## src/rtl/mem_byte_ctrl_pkg.sv

```systemverilog
// Shared constants, size codes and FSM state encoding for the byte-serial memory access unit.
package mem_byte_ctrl_pkg;

   localparam logic RstEnable = 1'b1;

   localparam logic [1:0] SizeByte = 2'b00;
   localparam logic [1:0] SizeHalf = 2'b01;
   localparam logic [1:0] SizeWord = 2'b10;

   typedef enum logic [1:0] {
      MbcIdle = 2'd0,
      MbcBusy = 2'd1,
      MbcDone = 2'd2
   } mbc_state_e;

   // Size code 11 is handled as a word access.
   function automatic logic [2:0] size_bytes(input logic [1:0] size);
      case (size)
         SizeByte: return 3'd1;
         SizeHalf: return 3'd2;
         default:  return 3'd4;
      endcase
   endfunction

endpackage

```

## src/rtl/mem_byte_ctrl_load_ext.sv

```systemverilog
// Load result extension: sign- or zero-extends a byte/half from the low lanes of raw.
module load_ext
   import mem_byte_ctrl_pkg::*;
(
   input  logic [31:0] raw,
   input  logic [1:0]  size,
   input  logic        sign,
   output logic [31:0] rdata
);

   always_comb begin
      case (size)
         SizeByte: rdata = {{24{sign & raw[7]}}, raw[7:0]};
         SizeHalf: rdata = {{16{sign & raw[15]}}, raw[15:0]};
         default:  rdata = raw;
      endcase
   end

endmodule

```

## src/rtl/mem_byte_ctrl.sv

```systemverilog
// Serialises byte/half/word loads and stores onto an 8-bit RAM port and stalls the pipeline meanwhile.
// Optional MEM_MISALIGN_TRAP_EN adds mem_misalign and short-circuits misaligned half/word accesses.
module mem_byte_ctrl
   import mem_byte_ctrl_pkg::*;
#(
   parameter int RD_LAT = 1
)(
   input  logic        clk,
   input  logic        rst,
   input  logic        mem_re,
   input  logic        mem_we,
   input  logic [31:0] mem_addr,
   input  logic [31:0] mem_wdata,
   input  logic [1:0]  mem_size,
   input  logic        mem_sign,
   output logic        mem_req,
   output logic [31:0] mem_rdata,
   output logic        mem_done,
   output logic [31:0] ram_addr,
   output logic [7:0]  ram_dout,
   output logic        ram_wr,
   input  logic [7:0]  ram_din
`ifdef MEM_MISALIGN_TRAP_EN
   ,
   output logic        mem_misalign
`endif
);

   localparam logic [2:0] RdLat = 3'(RD_LAT);

   mbc_state_e  state;
   mbc_state_e  next_state;
   logic [2:0]  cnt;
   logic [31:0] lat_addr;
   logic [31:0] lat_wdata;
   logic [1:0]  lat_size;
   logic        lat_sign;
   logic        lat_wr;
   logic        lat_trap;
   logic [31:0] asm_data;
   logic [31:0] rdata_hold;

   logic        request;
   logic        trap_now;
   logic [2:0]  nbytes;
   logic [2:0]  last_cnt;
   logic [2:0]  offset;
   logic [1:0]  lane;
   logic [31:0] ext_rdata;
   logic [31:0] done_rdata;

   assign request = mem_re | mem_we;

`ifdef MEM_MISALIGN_TRAP_EN
   assign trap_now = ((mem_size == SizeHalf) && mem_addr[0]) ||
                     ((mem_size != SizeByte) && (mem_size != SizeHalf) && (mem_addr[1:0] != 2'b00));
`else
   assign trap_now = 1'b0;
`endif

   // Loads keep counting RD_LAT drain cycles past the last issued address.
   assign nbytes     = size_bytes(lat_size);
   assign last_cnt   = lat_wr ? (nbytes - 3'd1) : (nbytes - 3'd1 + RdLat);
   assign offset     = (cnt < nbytes) ? cnt : (nbytes - 3'd1);
   assign lane       = 2'(cnt - RdLat);
   assign done_rdata = lat_trap ? 32'h0 : ext_rdata;

   load_ext u_load_ext (
      .raw   (asm_data),
      .size  (lat_size),
      .sign  (lat_sign),
      .rdata (ext_rdata)
   );

   always_ff @(posedge clk) begin
      if (rst == RstEnable) state <= MbcIdle;
      else                  state <= next_state;
   end

   always_comb begin
      next_state = state;
      case (state)
         MbcIdle: if (request) next_state = trap_now ? MbcDone : MbcBusy;
         MbcBusy: if (cnt == last_cnt) next_state = MbcDone;
         MbcDone: next_state = MbcIdle;
         default: next_state = MbcIdle;
      endcase
   end

   always_ff @(posedge clk) begin
      if (rst == RstEnable) begin
         cnt        <= 3'd0;
         lat_addr   <= 32'h0;
         lat_wdata  <= 32'h0;
         lat_size   <= 2'b00;
         lat_sign   <= 1'b0;
         lat_wr     <= 1'b0;
         lat_trap   <= 1'b0;
         asm_data   <= 32'h0;
         rdata_hold <= 32'h0;
      end else begin
         case (state)
            MbcIdle: if (request) begin
               cnt       <= 3'd0;
               lat_addr  <= mem_addr;
               lat_wdata <= mem_wdata;
               lat_size  <= mem_size;
               lat_sign  <= mem_sign;
               lat_wr    <= mem_we;
               lat_trap  <= trap_now;
               asm_data  <= 32'h0;
            end
            MbcBusy: begin
               cnt <= cnt + 3'd1;
               if (!lat_wr && (cnt >= RdLat))
                  asm_data[{lane, 3'b000} +: 8] <= ram_din;
            end
            MbcDone: rdata_hold <= done_rdata;
            default: ;
         endcase
      end
   end

   // A write already on the port in the reset cycle completes; the stall and result go quiet at once.
   always_comb begin
      mem_req   = 1'b0;
      mem_done  = 1'b0;
      mem_rdata = rdata_hold;
      ram_addr  = 32'h0;
      ram_dout  = 8'h0;
      ram_wr    = 1'b0;
`ifdef MEM_MISALIGN_TRAP_EN
      mem_misalign = 1'b0;
`endif
      case (state)
         MbcIdle: mem_req = request;
         MbcBusy: begin
            mem_req  = 1'b1;
            ram_addr = lat_addr + 32'(offset);
            if (lat_wr) begin
               ram_wr   = 1'b1;
               ram_dout = lat_wdata[{cnt[1:0], 3'b000} +: 8];
            end
         end
         MbcDone: begin
            mem_done  = 1'b1;
            mem_rdata = done_rdata;
`ifdef MEM_MISALIGN_TRAP_EN
            mem_misalign = lat_trap;
`endif
         end
         default: ;
      endcase
      if (rst == RstEnable) begin
         mem_req   = 1'b0;
         mem_done  = 1'b0;
         mem_rdata = 32'h0;
`ifdef MEM_MISALIGN_TRAP_EN
         mem_misalign = 1'b0;
`endif
      end
   end

endmodule

```

## config.mk

```make
export PLATFORM = sky130hd
export DESIGN_NAME = mem_byte_ctrl
export DESIGN_NICKNAME = d
export VERILOG_FILES = /design/src/rtl/mem_byte_ctrl_pkg.sv /design/src/rtl/mem_byte_ctrl_load_ext.sv /design/src/rtl/mem_byte_ctrl.sv
export SDC_FILE = /design/constraint.sdc
export NUM_CORES = 1
export LEC_CHECK = 0
export CAP_MARGIN = 5
export CORE_MARGIN = 5
export CORE_UTILIZATION = 30
export CTS_BUF_LIST = sky130_fd_sc_hd__clkbuf_16
export CTS_CLUSTER_DIAMETER = 150
export DETAILED_ROUTE_END_ITERATION = 8
export PLACE_DENSITY = 0.58
export SLEW_MARGIN = 40
export SYNTH_ARGS = -nofsm -noshare
export SYNTH_HDL_FRONTEND = slang
export SYNTH_HIERARCHICAL = 1
export SYNTH_SLANG_ARGS = --single-unit
```

## constraint.sdc

```tcl
create_clock -name clk -period 5.36 [get_ports clk]
set_clock_uncertainty 0.05 [all_clocks]
set_input_delay 0.804 -clock clk [delete_from_list [all_inputs] [get_ports clk]]
set_output_delay 0.804 -clock clk [all_outputs]
set_load 0.02 [all_outputs]
```

# ---- Word-level counts from Yosys, hierarchy flattened
# Index checks and enable logic that the tools add are counted.
# W data, S select, Z words.
dict set report op_classes {
  addsub 6
  eq_ne 7
  shifts 3
  n_reduce_logical 9
  magnitude_cmp 2
  n_bitwise 3
  n_mux 24
}
# op count
set op_table {}
lappend op_table {{$mux W32} 5}
lappend op_table {{$pmux W32 S2} 2}
lappend op_table {{$add A32 B3 Y32} 1}
lappend op_table {{$bwmux W32} 1}
lappend op_table {{$shift A8 B7 Y32 const A} 1}
lappend op_table {{$shiftx A32 B6 Y8} 1}
lappend op_table {{$shiftx A8 B7 Y32} 1}
lappend op_table {{$mux W8} 2}
lappend op_table {{$pmux W3 S2} 2}
lappend op_table {{$mux W3} 3}
lappend op_table {{$neg A5 Y7} 1}
lappend op_table {{$add A3 B1 Y3 const B} 2}
lappend op_table {{$ne A2 B2 Y1 const B} 3}
lappend op_table {{$reduce_and A2 Y1} 3}
lappend op_table {{$mux W1} 5}
lappend op_table {{$eq A2 B1 Y1 const B} 2}
lappend op_table {{$logic_not A2 Y1} 2}
lappend op_table {{$mux W2} 2}
lappend op_table {{$pmux W2 S2} 1}
lappend op_table {{$eq A3 B3 Y1} 1}
lappend op_table {{$ge A3 B1 Y1 const B} 1}
lappend op_table {{$lt A3 B3 Y1} 1}
lappend op_table {{$reduce_and A3 Y1} 1}
lappend op_table {{$sub A3 B1 Y3 const B} 1}
lappend op_table {{8 further kinds} 9}
dict set report totals {
  out_inout_bits 75
  wordCells 63
  input_bits 79
  ff_bits 137
}

# ---- Logic depth before layout (Yosys ltp)
# Gate-level depths: netlist of run 1.
dict set report logic_depth {
  ltp_word 8
  ltp_mapped 14
  mapped_depth_nobuf 13
}

# ---- Hierarchy
# The synthesis of run 1 kept the hierarchy.
# module seq_area_each_um2 area_each_um2 n_inst cells_each
set modules_own_cells {}
lappend modules_own_cells {mem_byte_ctrl 2742.6 6364.9 1 822}
lappend modules_own_cells {load_ext 0.0 385.4 1 66}

# ---- Worst setup path before layout of run 1
# OpenSTA, ideal clock, no wires.
dict set report synth_timing {
  path_type {reg-to-output}
  from {register lat_size[1]}
  to {output ram_addr[29]}
  path_buffers 1
  path_slack_ps 1352
  required_time_ps 4506
  path_stages_with_launch 13
  t_arrival_ps 3154
  cell_sequence {dfxtp_1 -> inv_1 -> nand2_1 -> ha_1 -> o31a_1 -> o21ai_0 -> nand2b_1 -> mux2_2 -> ha_1 -> nand3_1 -> a21o_1 -> buf_2 -> o41ai_1}
}
dict set report synth_between {
  elab_chain_len 6
  elab_cells_between_ends 8
  cone_classes {2 x add/sub; 1 x order compare; 1 x eq/ne; 3 x mux; 1 x reduce/logical}
}
# element line
set synth_lines {}
lappend synth_lines {{from (decl)} mem_byte_ctrl.sv:36} ;# logic [1:0] lat_size;
lappend synth_lines {{from (signal assigned)} mem_byte_ctrl.sv:107} ;# lat_size <= mem_size;
lappend synth_lines {{$eq A2 B1 Y1 or $logic_not A2 Y1 (tied branches)} mem_byte_ctrl_pkg.sv:18} ;# case (size)
lappend synth_lines {{$pmux W3 S2 (*)} mem_byte_ctrl_pkg.sv:18}
lappend synth_lines {{$sub A3 B1 Y3 or $lt A3 B3 Y1 (tied branches)} mem_byte_ctrl.sv:64} ;# assign offset = (cnt < nbytes) ? cnt : (nbytes - 3'd1);
lappend synth_lines {{$mux W3 (*)} mem_byte_ctrl.sv:64}
lappend synth_lines {{$add A32 B3 Y32 (*)} mem_byte_ctrl.sv:139} ;# ram_addr = lat_addr + 32'(offset);
lappend synth_lines {{$mux W32 (*)} mem_byte_ctrl.sv:135} ;# case (state)
lappend synth_lines {{to (decl)} mem_byte_ctrl.sv:19} ;# output logic [31:0] ram_addr,
# Mark *: on every way between the ends. The rest lies on a longest branch, timed or not.

# ---- Worst setup path in the final report of run 1
dict set report layout_timing {
  from {register lat_size[0]}
  to {output ram_addr[28]}
}
# Same word-level chain as after synthesis.

==> metrics.md, run 1 <==
| Metric | Value |
|---|---|
| Synth cell types | 59 |
| Mapped Area | 6750 um^2 |
| Ys Warns | 6 |
| PortBufs | 153 |
| Vias in the first global route | 6266 |
| Fraction of layout cells with a size suffix above 1 | 7.63% |
| Clk_lat worst skew | 420 ps |
| Total CTS buffers | 17 |
| Vias | 6348 |
| Pwr dens | 378 nW/um^2 |
| Crit path buf inv count | 1 |
| Slew Limit Fails | 0 |
| Nets | 1088 |
| Initial antenna violation count | 0 |
| Status | finished clean |
| Critical path, cell by cell | nand2_1, ha_1, o31a_1, o21ai_0, nand2b_1, mux2_2, ha_1, a21o_1, nand4_4, or4_1, a21oi_1, clkdlybuf4s50_1 |
| Largest net degree at the start of global routing | 95 |
| Antenna fix cells | 0 |
| Final period util | 94.1% |
| Most used cell, CP | ha_1 |
| # IOs | 154 |
| Synth cell count leaders | nand2_1, a21oi_1, dfxtp_1 |
| Row cnt | 54 |
| DIE AREA | 25600 um^2 |
| Total core area | 22000 um^2 |
| Pleak | 3.11 nW |
| Register area share after synthesis | 40.6% |
| CTS tree | done |
| Total Power | 0.00340 W |
| Post-synth EDFFs | 0 |
| Tmin final | 5040 ps |
| Postcts setup bufs | 0 |
| Crit Path Class | register to output port |
| Root buffer cell | clkbuf_16 |
| Worst VDD drop | 0.217 mV |
| H-tree depth | 4 |
| Hold crit path type | register to register |
| Critical path's largest stage delay | 620 ps |
| Die width | 160 um |
| Starting Density | 30.7% |
| CP Capture Type | output port |
| Syn-to-layout area delta | 33.3% |
| Grt ovf | 0 |
| DIE HEIGHT | 160 um |
| Slew at the pin closest to its max-slew limit | 766 ps |
| Cells after synthesis | 888 |
| Critical path data required time | 4510 ps |
| Most common cell in the synthesized netlist | nand2_1 |
| Routed vias/inst | 4.92 |
| Cell family with most CP delay | simple AND/OR/NAND/NOR gates |
| Post-route ant nets | 0 |
| Top FF cell, synth | dfxtp_1 |
| Initial DRC count | 287 |
| WL/cell | 15.6 um |
| First-pass GRT wire length | 32.7 mm |
| Achievable Freq | 198 MHz |
| Critical Path Source Type | register |
| Data arrival, critical path | 4190 ps |
| Routability cong. | 0.798 |
| Clock Sinks | 137 |
| Total GRT Usage | 15.5% |
| Crit-path max FO | 18 |
| Syn avg cell area | 7.60 um^2 |
| HPWL after DPL | 13.9 mm |
| RSZ-0062 raised after global routing | false |
| Clock Pin Slew Worst Setup and Hold Paths | 60 ps |
| DRT Pass-1 Iters | 4 |
| Largest cells by area after synthesis | dfxtp_1, nand2_1, a21oi_1 |
| Max Buffers Root-to-Sink | 2 |
| Endpoints failing hold | 0 |
| DRC Markers | 0 |
| Setup_tns | 0 ps |
| Max-slew headroom | 48.5% |
| Slowest CP cell | clkdlybuf4s50_1 |
| Area share of the largest cell type after synthesis | 40.6% |
| Cell taking the most area after synthesis | dfxtp_1 |
| Async set or reset register ratio after synthesis | 0% |
| Final wirelength | 20.1 mm |
| Maxcap violations | 0 |
| Seq cells post-synth | 137 |
| Post-synth net total | 980 |
| Setup Viol. Count Final | 0 |
[cell usage in the layout, fill, tap and decap left out, types with 7 or more instances in the layout]
cell type and instances:
or4_1 8, dfxtp_1 136, o31ai_1 8, nand3_1 13, nand2b_1 9, a21oi_1 152
xnor2_1 7, and3_1 11, o21ai_0 54, inv_1 9, nand4_1 24, ha_1 12
clkdlybuf4s50_1 152, clkbuf_16 17, nand2_1 255, mux4_2 8, buf_4 10, nor2_1 27
[worst paths after layout]
path / startpoint / end / slack (ps) / cells after the start
worst min-delay path: lat_wdata[8]$_SDFFE_PP0P_ / lat_wdata[8]$_SDFFE_PP0P_ / 400 / 2
worst max register to register: cnt[1]$_SDFFE_PP0P_ / asm_data[27]$_SDFFE_PP0P_ / 2620 / 7
worst max-delay path: lat_size[0]$_SDFFE_PP0P_ / ram_addr[28] / 320 / 12
worst min register to register: lat_wdata[8]$_SDFFE_PP0P_ / lat_wdata[8]$_SDFFE_PP0P_ / 400 / 2
[layer usage]
layer | up-vias | routed length (um) | track usage [%]
met2 | 127 | 9340 | 24.8
met5 | - | 0 | 0
met1 | 2935 | 9540 | 20.5
met4 | 0 | 250 | 4.42
met3 | 14 | 952 | 4.28
li1 | 3272 | - | -
[cell type report]
| class | count | area (um^2) |
|---|---|---|
| well taps | 280 | 350 |
| clock inverters | 15 | 128 |
| multi-input cells | 668 | 3680 |
| fillers | 2291 | 13000 |
| flip-flops and latches | 137 | 2740 |
| clock buffers | 17 | 425 |
| repair buffers | 164 | 1640 |
| inverters | 8 | 30.0 |
[stage by stage]
stage               setup slack, ps  hold WS, ps  area, um^2  instances  utilization (%)
finish                          318          401        8990       1289             41.0
global route                   18.1          421        8990       1289             41.0
CTS                             165          405        8980       1289             40.9
detailed placement              635          397        8430       1257             38.4
global placement                732          391        8370       1256             38.1
floorplan                      1350          383        6750        888                -
[flip-flops by register name, summed over array words and instances (netlist names)]
| signal | flops |
|---|---|
| asm_data | 32 |
| lat_wr | 1 |
| lat_addr | 32 |
| lat_size | 2 |
| rdata_hold | 32 |
| lat_wdata | 32 |
| state | 2 |
| lat_sign | 1 |
| cnt | 3 |
[report_power, final]
part           internal, W  switching (W)
registers          0.00113       0.000112
clock network     0.000638       0.000479
logic             0.000393       0.000646
[worst reg2reg max path, delay by kind of cell, from the launching register on]
family	cells	cell delay (ps)
simple gates	3	1370
buf+inv	2	450
flops	1	350
fa+ha+maj	1	270
compound gates	1	190
[what timing repair did]
| item | in CTS | in global routing |
|---|---|---|
| hold buffers | 0 | 0 |
| gates resized for setup | 0 | 1 |
| setup endpoints to repair | 0 | 4 |
[logic make-up (layout without fill, tap and decap cells)]
family          count (synthesis)  after routing  synth area share [%]
simple gates                  384            384                  26.0
compound gates                243            243                  19.5
flops                         137            137                  40.6
buf+inv                        83            204                  5.73
mux                            15             15                  3.93
fa+ha+maj                      13             13                  2.52
xor+xnor                       13             13                  1.69
(Power assumes the default switching activity.)
==> inputs of run 2 (changes only) <==
--- a/config.mk
+++ b/config.mk
@@ -11,7 +11,7 @@
 export CTS_BUF_LIST = sky130_fd_sc_hd__clkbuf_16
 export CTS_CLUSTER_DIAMETER = 150
 export DETAILED_ROUTE_END_ITERATION = 8
-export PLACE_DENSITY = 0.58
+export PLACE_DENSITY = 0.64
 export SLEW_MARGIN = 40
 export SYNTH_ARGS = -nofsm -noshare
 export SYNTH_HDL_FRONTEND = slang
==> run 2 against run 1 <==
Sequential power hardly changed. Maximum frequency is 0.19% lower. Flip-flop and latch count stayed put. Non-clock buffer count is 1 higher. Die area stayed put. Sequential share of layout area is 0.076 points lower. Via count is 1.7% higher. First-iteration DRC count is 25% higher. Wire length is 1.5% lower. Core utilization is 0.10 points higher. Clock power hardly changed. Global-route usage is 0.13 points lower. Largest cell class unchanged.
==> metrics.md, run 2 (same netlist as run 1, synthesis figures left out) <==
| Metric | Value |
|---|---|
| Row cnt | 54 (unchanged) |
| Critical path, cell by cell | nand2_1, ha_1, o31a_1, o21ai_0, nand2b_1, mux2_2, ha_1, a21o_1, nand4_4, or4_1, a21oi_1, clkdlybuf4s50_1 |
| Crit path buf inv count | 1 (unchanged) |
| Worst hold stages | 2 (unchanged) |
| Most frequent cells in the layout | nand2_1, a21oi_1, clkdlybuf4s50_1 |
| Clock Sinks | 137 (unchanged) |
| Routed vias/inst | 5.01 (+1.7%) |
| Critical path's largest stage delay | 620 ps (about the same) |
| Total GRT Usage | 15.3% (-0.13 points) |
| Achievable Freq | 198 MHz (-0.19%) |
| Capturing point of the worst reg2reg path | asm_data[26]$_SDFFE_PP0P_ |
| FF/Latch Area | 2740 um^2 (unchanged) |
| Setup Viol. Count Final | 0 (unchanged) |
| Die width | 160 um (unchanged) |
| Sequential share of power | 36.3% (-0.2 points) |
| # IOs | 154 (unchanged) |
| Largest net degree at the start of global routing | 95 (unchanged) |
| Starting Density | 30.7% (unchanged) |
| Placed Cells | 1258 (+0.080%) |
| Max Buffers Root-to-Sink | 2 (unchanged) |
| Quantity of hold-fixing buffers added after cts | 0 (unchanged) |
| Crit Path Class | register to output port |
| Slew Limit Fails | 0 (unchanged) |
| Commonest non-fill, non-tap cell in the layout | nand2_1 |
| Total CTS buffers | 17 (unchanged) |
| Antenna fix cells | 0 (unchanged) |
| R2R depth | 7 (unchanged) |
| Crit-path max FO | 18 (unchanged) |
| DRC Markers | 0 (unchanged) |
| Final Non-Filler Cells | 1289 (unchanged) |
| Initial antenna violation count | 0 (unchanged) |
| DRT Pass-1 Iters | 6 (+2) |
| R2R Path Start | cnt[1]$_SDFFE_PP0P_ |
| Clk_lat worst skew | 420 ps (about the same) |
| Int Power | 0.00221 W (+2.2%) |
| Setup_tns | 0 ps (unchanged) |
| Most used cell, CP | ha_1 |
| Pleak | 3.12 nW (+0.26%) |
| Multi-input logic area | 3680 um^2 (about the same) |
| Slew at the pin closest to its max-slew limit | 793 ps (+27.8 ps) |
| Initial DRC count | 359 (+25%) |
| CTS tree | done |
| Slowest CP cell | clkdlybuf4s50_1 |
| R2r setup slk | 2640 ps (+20 ps) |
| Endpoints failing hold | 0 (unchanged) |
| Critical path data required time | 4510 ps (about the same) |
| Total core area | 22000 um^2 (unchanged) |
| Root buffer cell | clkbuf_16 |
| P_sw | 0.00121 W (-2.0%) |
| DIE AREA | 25600 um^2 (unchanged) |
| DIE HEIGHT | 160 um (unchanged) |
| Maxcap violations | 0 (unchanged) |
| Postcts setup bufs | 0 (unchanged) |
| CP Capture Type | output port |
| Status | finished clean |
| Grt ovf | 0 (unchanged) |
| Hold Path End | lat_wdata[15]$_SDFFE_PP0P_ |
| HPWL after DPL | 13.8 mm (-0.66%) |
| Max-slew headroom | 46.6% (-1.9 points) |
| Syn-to-layout area delta | 33.6% |
| Post-route ant nets | 0 (unchanged) |
| Critical Path Source Type | register |
| HP Start | lat_wdata[15]$_SDFFE_PP0P_ |
| Data arrival, critical path | 4200 ps (about the same) |
| Sw Share | 35.5% (-0.95 points) |
| Cell family with most CP delay | simple AND/OR/NAND/NOR gates |
| Final wirelength | 19.8 mm (-1.5%) |
| Comb power frac | 30.6% (about the same) |
| Fillers | 2287 (-0.17%) |
| Clock share of power | 33.1% (+0.2 points) |
| First-pass GRT wire length | 32.3 mm (-1.1%) |
| WL/cell | 15.4 um (-1.5%) |
| Nets | 1089 (+0.092%) |
| H-tree depth | 4 (unchanged) |
| Fraction of layout cells with a size suffix above 1 | 7.53% (-0.099 points) |
| Pwr dens | 379 nW/um^2 (+0.41%) |
| Worst VDD drop | 0.166 mV (-24%) |
| Clock Pin Slew Worst Setup and Hold Paths | 60 ps (about the same) |
| Final period util | 94.2% (+0.17 points) |
| Hold crit path type | register to register |
| RSZ-0062 raised after global routing | false |
| PortBufs | 153 (unchanged) |
| Tmin final | 5050 ps (+9.34 ps) |
| Routability cong. | 0.827 (+3.7%) |
| Vias in the first global route | 6218 (-0.77%) |
| Post-cts sizing count | 0 (unchanged) |
| Vias | 6456 (+1.7%) |
[run 2: cell types whose count changed in the layout (fill, tap and decap cells not counted), sizes merged]
cell	change
inv	-1
buf	+1
clkinvlp	-1
bufinv	+1
[run 2: layout make-up]
class | instances | area share, %
Clock buffer | 17 | 4.72
Multi-Input combinational cell | 668 | 40.9
Clock inverter | 14 | 1.47
Tap cell | 280 | 3.89
Inverter | 8 | 0.333
Sequential cell | 137 | 30.4
Timing Repair Buffer | 165 | 18.3
[run 2: power by group through the flow]
stage	registers, W	logic [W]	clock network, W
final	0.00124	0.00105	0.00113
after global routing	0.00126	0.00117	0.00120
after CTS	0.00124	0.00106	0.00116
after detailed placement	0.00126	0.00106	0
after global placement	0.00126	0.00101	0
after floorplan	0.00122	0.000712	0
[run 2: worst register-to-register path, stage by stage (launching register included)]
cell	delay, ps
dfxtp_1	340
buf_4	290
inv_1	180
ha_1	260
nor3b_2	490
nor4bb_2	660
nand4_1	190
a21oi_1	180
[run 2: worst max path at each step]
stage                                   from           end  slack [ps]  depth (start not counted)
finish              lat_size[0]$_SDFFE_PP0P_  ram_addr[28]         310                         12
global route        lat_size[0]$_SDFFE_PP0P_  ram_addr[28]          60                         12
CTS                 lat_size[0]$_SDFFE_PP0P_  ram_addr[28]         190                         12
detailed placement  lat_size[0]$_SDFFE_PP0P_  ram_addr[28]         650                         12
global placement    lat_size[0]$_SDFFE_PP0P_  ram_addr[28]         750                         12
floorplan           lat_size[1]$_SDFFE_PP0P_  ram_addr[29]        1350                         12
[run 2: routing by layer]
metal	routed length [um]	vias to the layer above	track usage, %	share of wire (%)
li1	-	3275	-	-
met1	9340	2991	20.4	47
met5	0	-	0	0
met3	1110	20	3.63	5.6
met4	398	0	5.36	2.0
met2	8950	170	24.4	45
[run 2: stage by stage]
stage	setup WS [ps]	power [W]	cell area, um^2	utilization, %	hold WS, ps
global placement	754	0.00226	8370	38.1	389
finish	309	0.00342	9020	41.1	402
global route	56.6	0.00364	9020	41.1	422
floorplan	1350	0.00193	6750	-	383
detailed placement	649	0.00232	8450	38.5	395
CTS	193	0.00346	9010	41.0	405
==> patch (flow settings as in run 1) <==
The option `MEM_MISALIGN_TRAP_EN` is turned on by a define.
--- a/src/rtl/mem_byte_ctrl.sv
+++ b/src/rtl/mem_byte_ctrl.sv
@@ -1,4 +1,6 @@
 // Serialises byte/half/word loads and stores onto an 8-bit RAM port and stalls the pipeline meanwhile.
 // Optional MEM_MISALIGN_TRAP_EN adds mem_misalign and short-circuits misaligned half/word accesses.
+`define MEM_MISALIGN_TRAP_EN
+
 module mem_byte_ctrl
    import mem_byte_ctrl_pkg::*;
Check against the original RTL (old outputs only; new: mem_misalign): not equivalent (Yosys sat finds a counterexample within 4 cycles, from zero or initial values and one cycle with rst high).
==> patch against run 1 <==
Cell area shrank 2.5%; register-to-register slack gained 310 ps; area after synthesis fell by 3.7%; setup slack improved by 200 ps; count of clock-buffer cells in the layout stayed put; sequential cell count up 1; fmax is 4.1% higher; combinational power fell by 46%; routed wire length is 9.3% lower; hold slack barely moved; total power decreased by 18%; largest cell class unchanged; highest routed layer unchanged.
==> patch: results (changes against run 1) <==
status complete, no violations; syn nets 883 (-9.9%); WL/cell 15.2 um (-2.6%); H-tree depth reported by CTS 4 (unchanged); Synth Area in Compound Gates 0.175 (-0.0200); XOR/XNOR Fraction of Synth Area 0.0431 (+0.0263); gp weighted congestion 0.792 (-0.76%); Max VDD drop 0.169 mV (-22%); largest net degree at the start of global routing 70 (-26%); crit path DAT 3990 ps (-200 ps); dpl ws 725 ps (+90.9 ps); met3 WL 1.19 mm (+24%); Post-Route M1 WL 8.51 mm (-11%); Via Count 5707 (-10%); Largest stage delay, worst path 630 ps; mux contribution to synthesized area 0.0375 (-0.00176); Clock Tree Buf Depth 2 (unchanged); DP Area 0.00824 mm^2 (-2.3%); Root Driver clkbuf_16; Crit-path slowest cell clkdlybuf4s50_1; worst r2r src cnt[1]; Clock power frac 0.382 (+0.053); top cells by area, synth dfxtp_1, nand2_1, a21oi_1; M2 GR Usage 0.233 (-0.0153); Hold Path Origin asm_data[9]; die width 157 um (-1.8%); met2 wire len 8.34 mm (-11%); Fillers 2157 (-5.8%); worst-margin pin slew 787 ps (+21.4 ps); DRT Pass-1 Iters 5 (+1); Post-synth top cells nand2_1, dfxtp_1, a21oi_1; All-Layer GR Usage 0.149 (-0.00545); initial antenna violation count 0 (unchanged); Sw Ratio 0.312 (-0.0516); Ant. Diodes 0 (unchanged); Pleak 3.16 nW (+1.5%); CP Max Fanout 31 (+13); Distinct cells, synth 49 (-17%); initial DRC count 370 (+29%); internal power 1.91 mW (-11%); Worst Hold Depth 2 (unchanged); ratio of cells with drive above 1 in the final layout 0.0745 (-0.00180); Nets 1006 (-7.5%); sequential element share of the synthesized area 0.425 (+0.0187); Comb pwr share 0.202 (-0.104); HP Class reg -> reg; port bufs 154 (+0.65%); first-pass GRT wire length 29.6 mm (-9.4%); Post CTS Setup Buffer Count 0 (unchanged); cell count after placement 1170 (-6.9%); Setup crit start lat_size[1]; GR Layer Usage met3 0.0522 (+0.00946); Syn Inst Count 791 (-11%); adder-cell share of the synthesized area 0.0262 (+0.000970); vias in the first global route 5455 (-13%); post-DP HPWL 12.8 mm (-7.7%); Vias per Instance 4.75 (-3.5%); met1 Usage GRT 0.199 (-0.00607); Largest delay share family, worst path simple AND/OR/NAND/NOR gates
==> patch: changes by cell type in the layout (fill, tap and decap cells not counted), moves of 4 or more <==
cell and delta:
nand4b_1 +8, nor2_1 +22, and2_1 +7, a22o_1 +39
o21ai_0 -38, or4_1 -7, or3_1 +9, nand2_1 -62
a21oi_1 -51, nand4_1 -14, o31ai_1 -8, xor2_1 +18
and3_1 -4
==> patch: layout make-up <==
cell class	instances	area (um^2)	area share
multi-input cells	583	3440	0.393
flip-flops and latches	138	2760	0.315
repair buffers	166	1660	0.189
clock buffers	17	425	0.0485
well taps	275	344	0.0392
clock inverters	14	104	0.0118
inverters	8	30.0	0.00343
==> patch: final timing paths <==
| kind | to | slack [ps] |
|---|---|---|
| worst min-delay path | asm_data[9] | 400 |
| worst max-delay path | ram_addr[10] | 520 |
| worst max register to register | asm_data[0] | 2930 |
| worst min register to register | asm_data[9] | 400 |
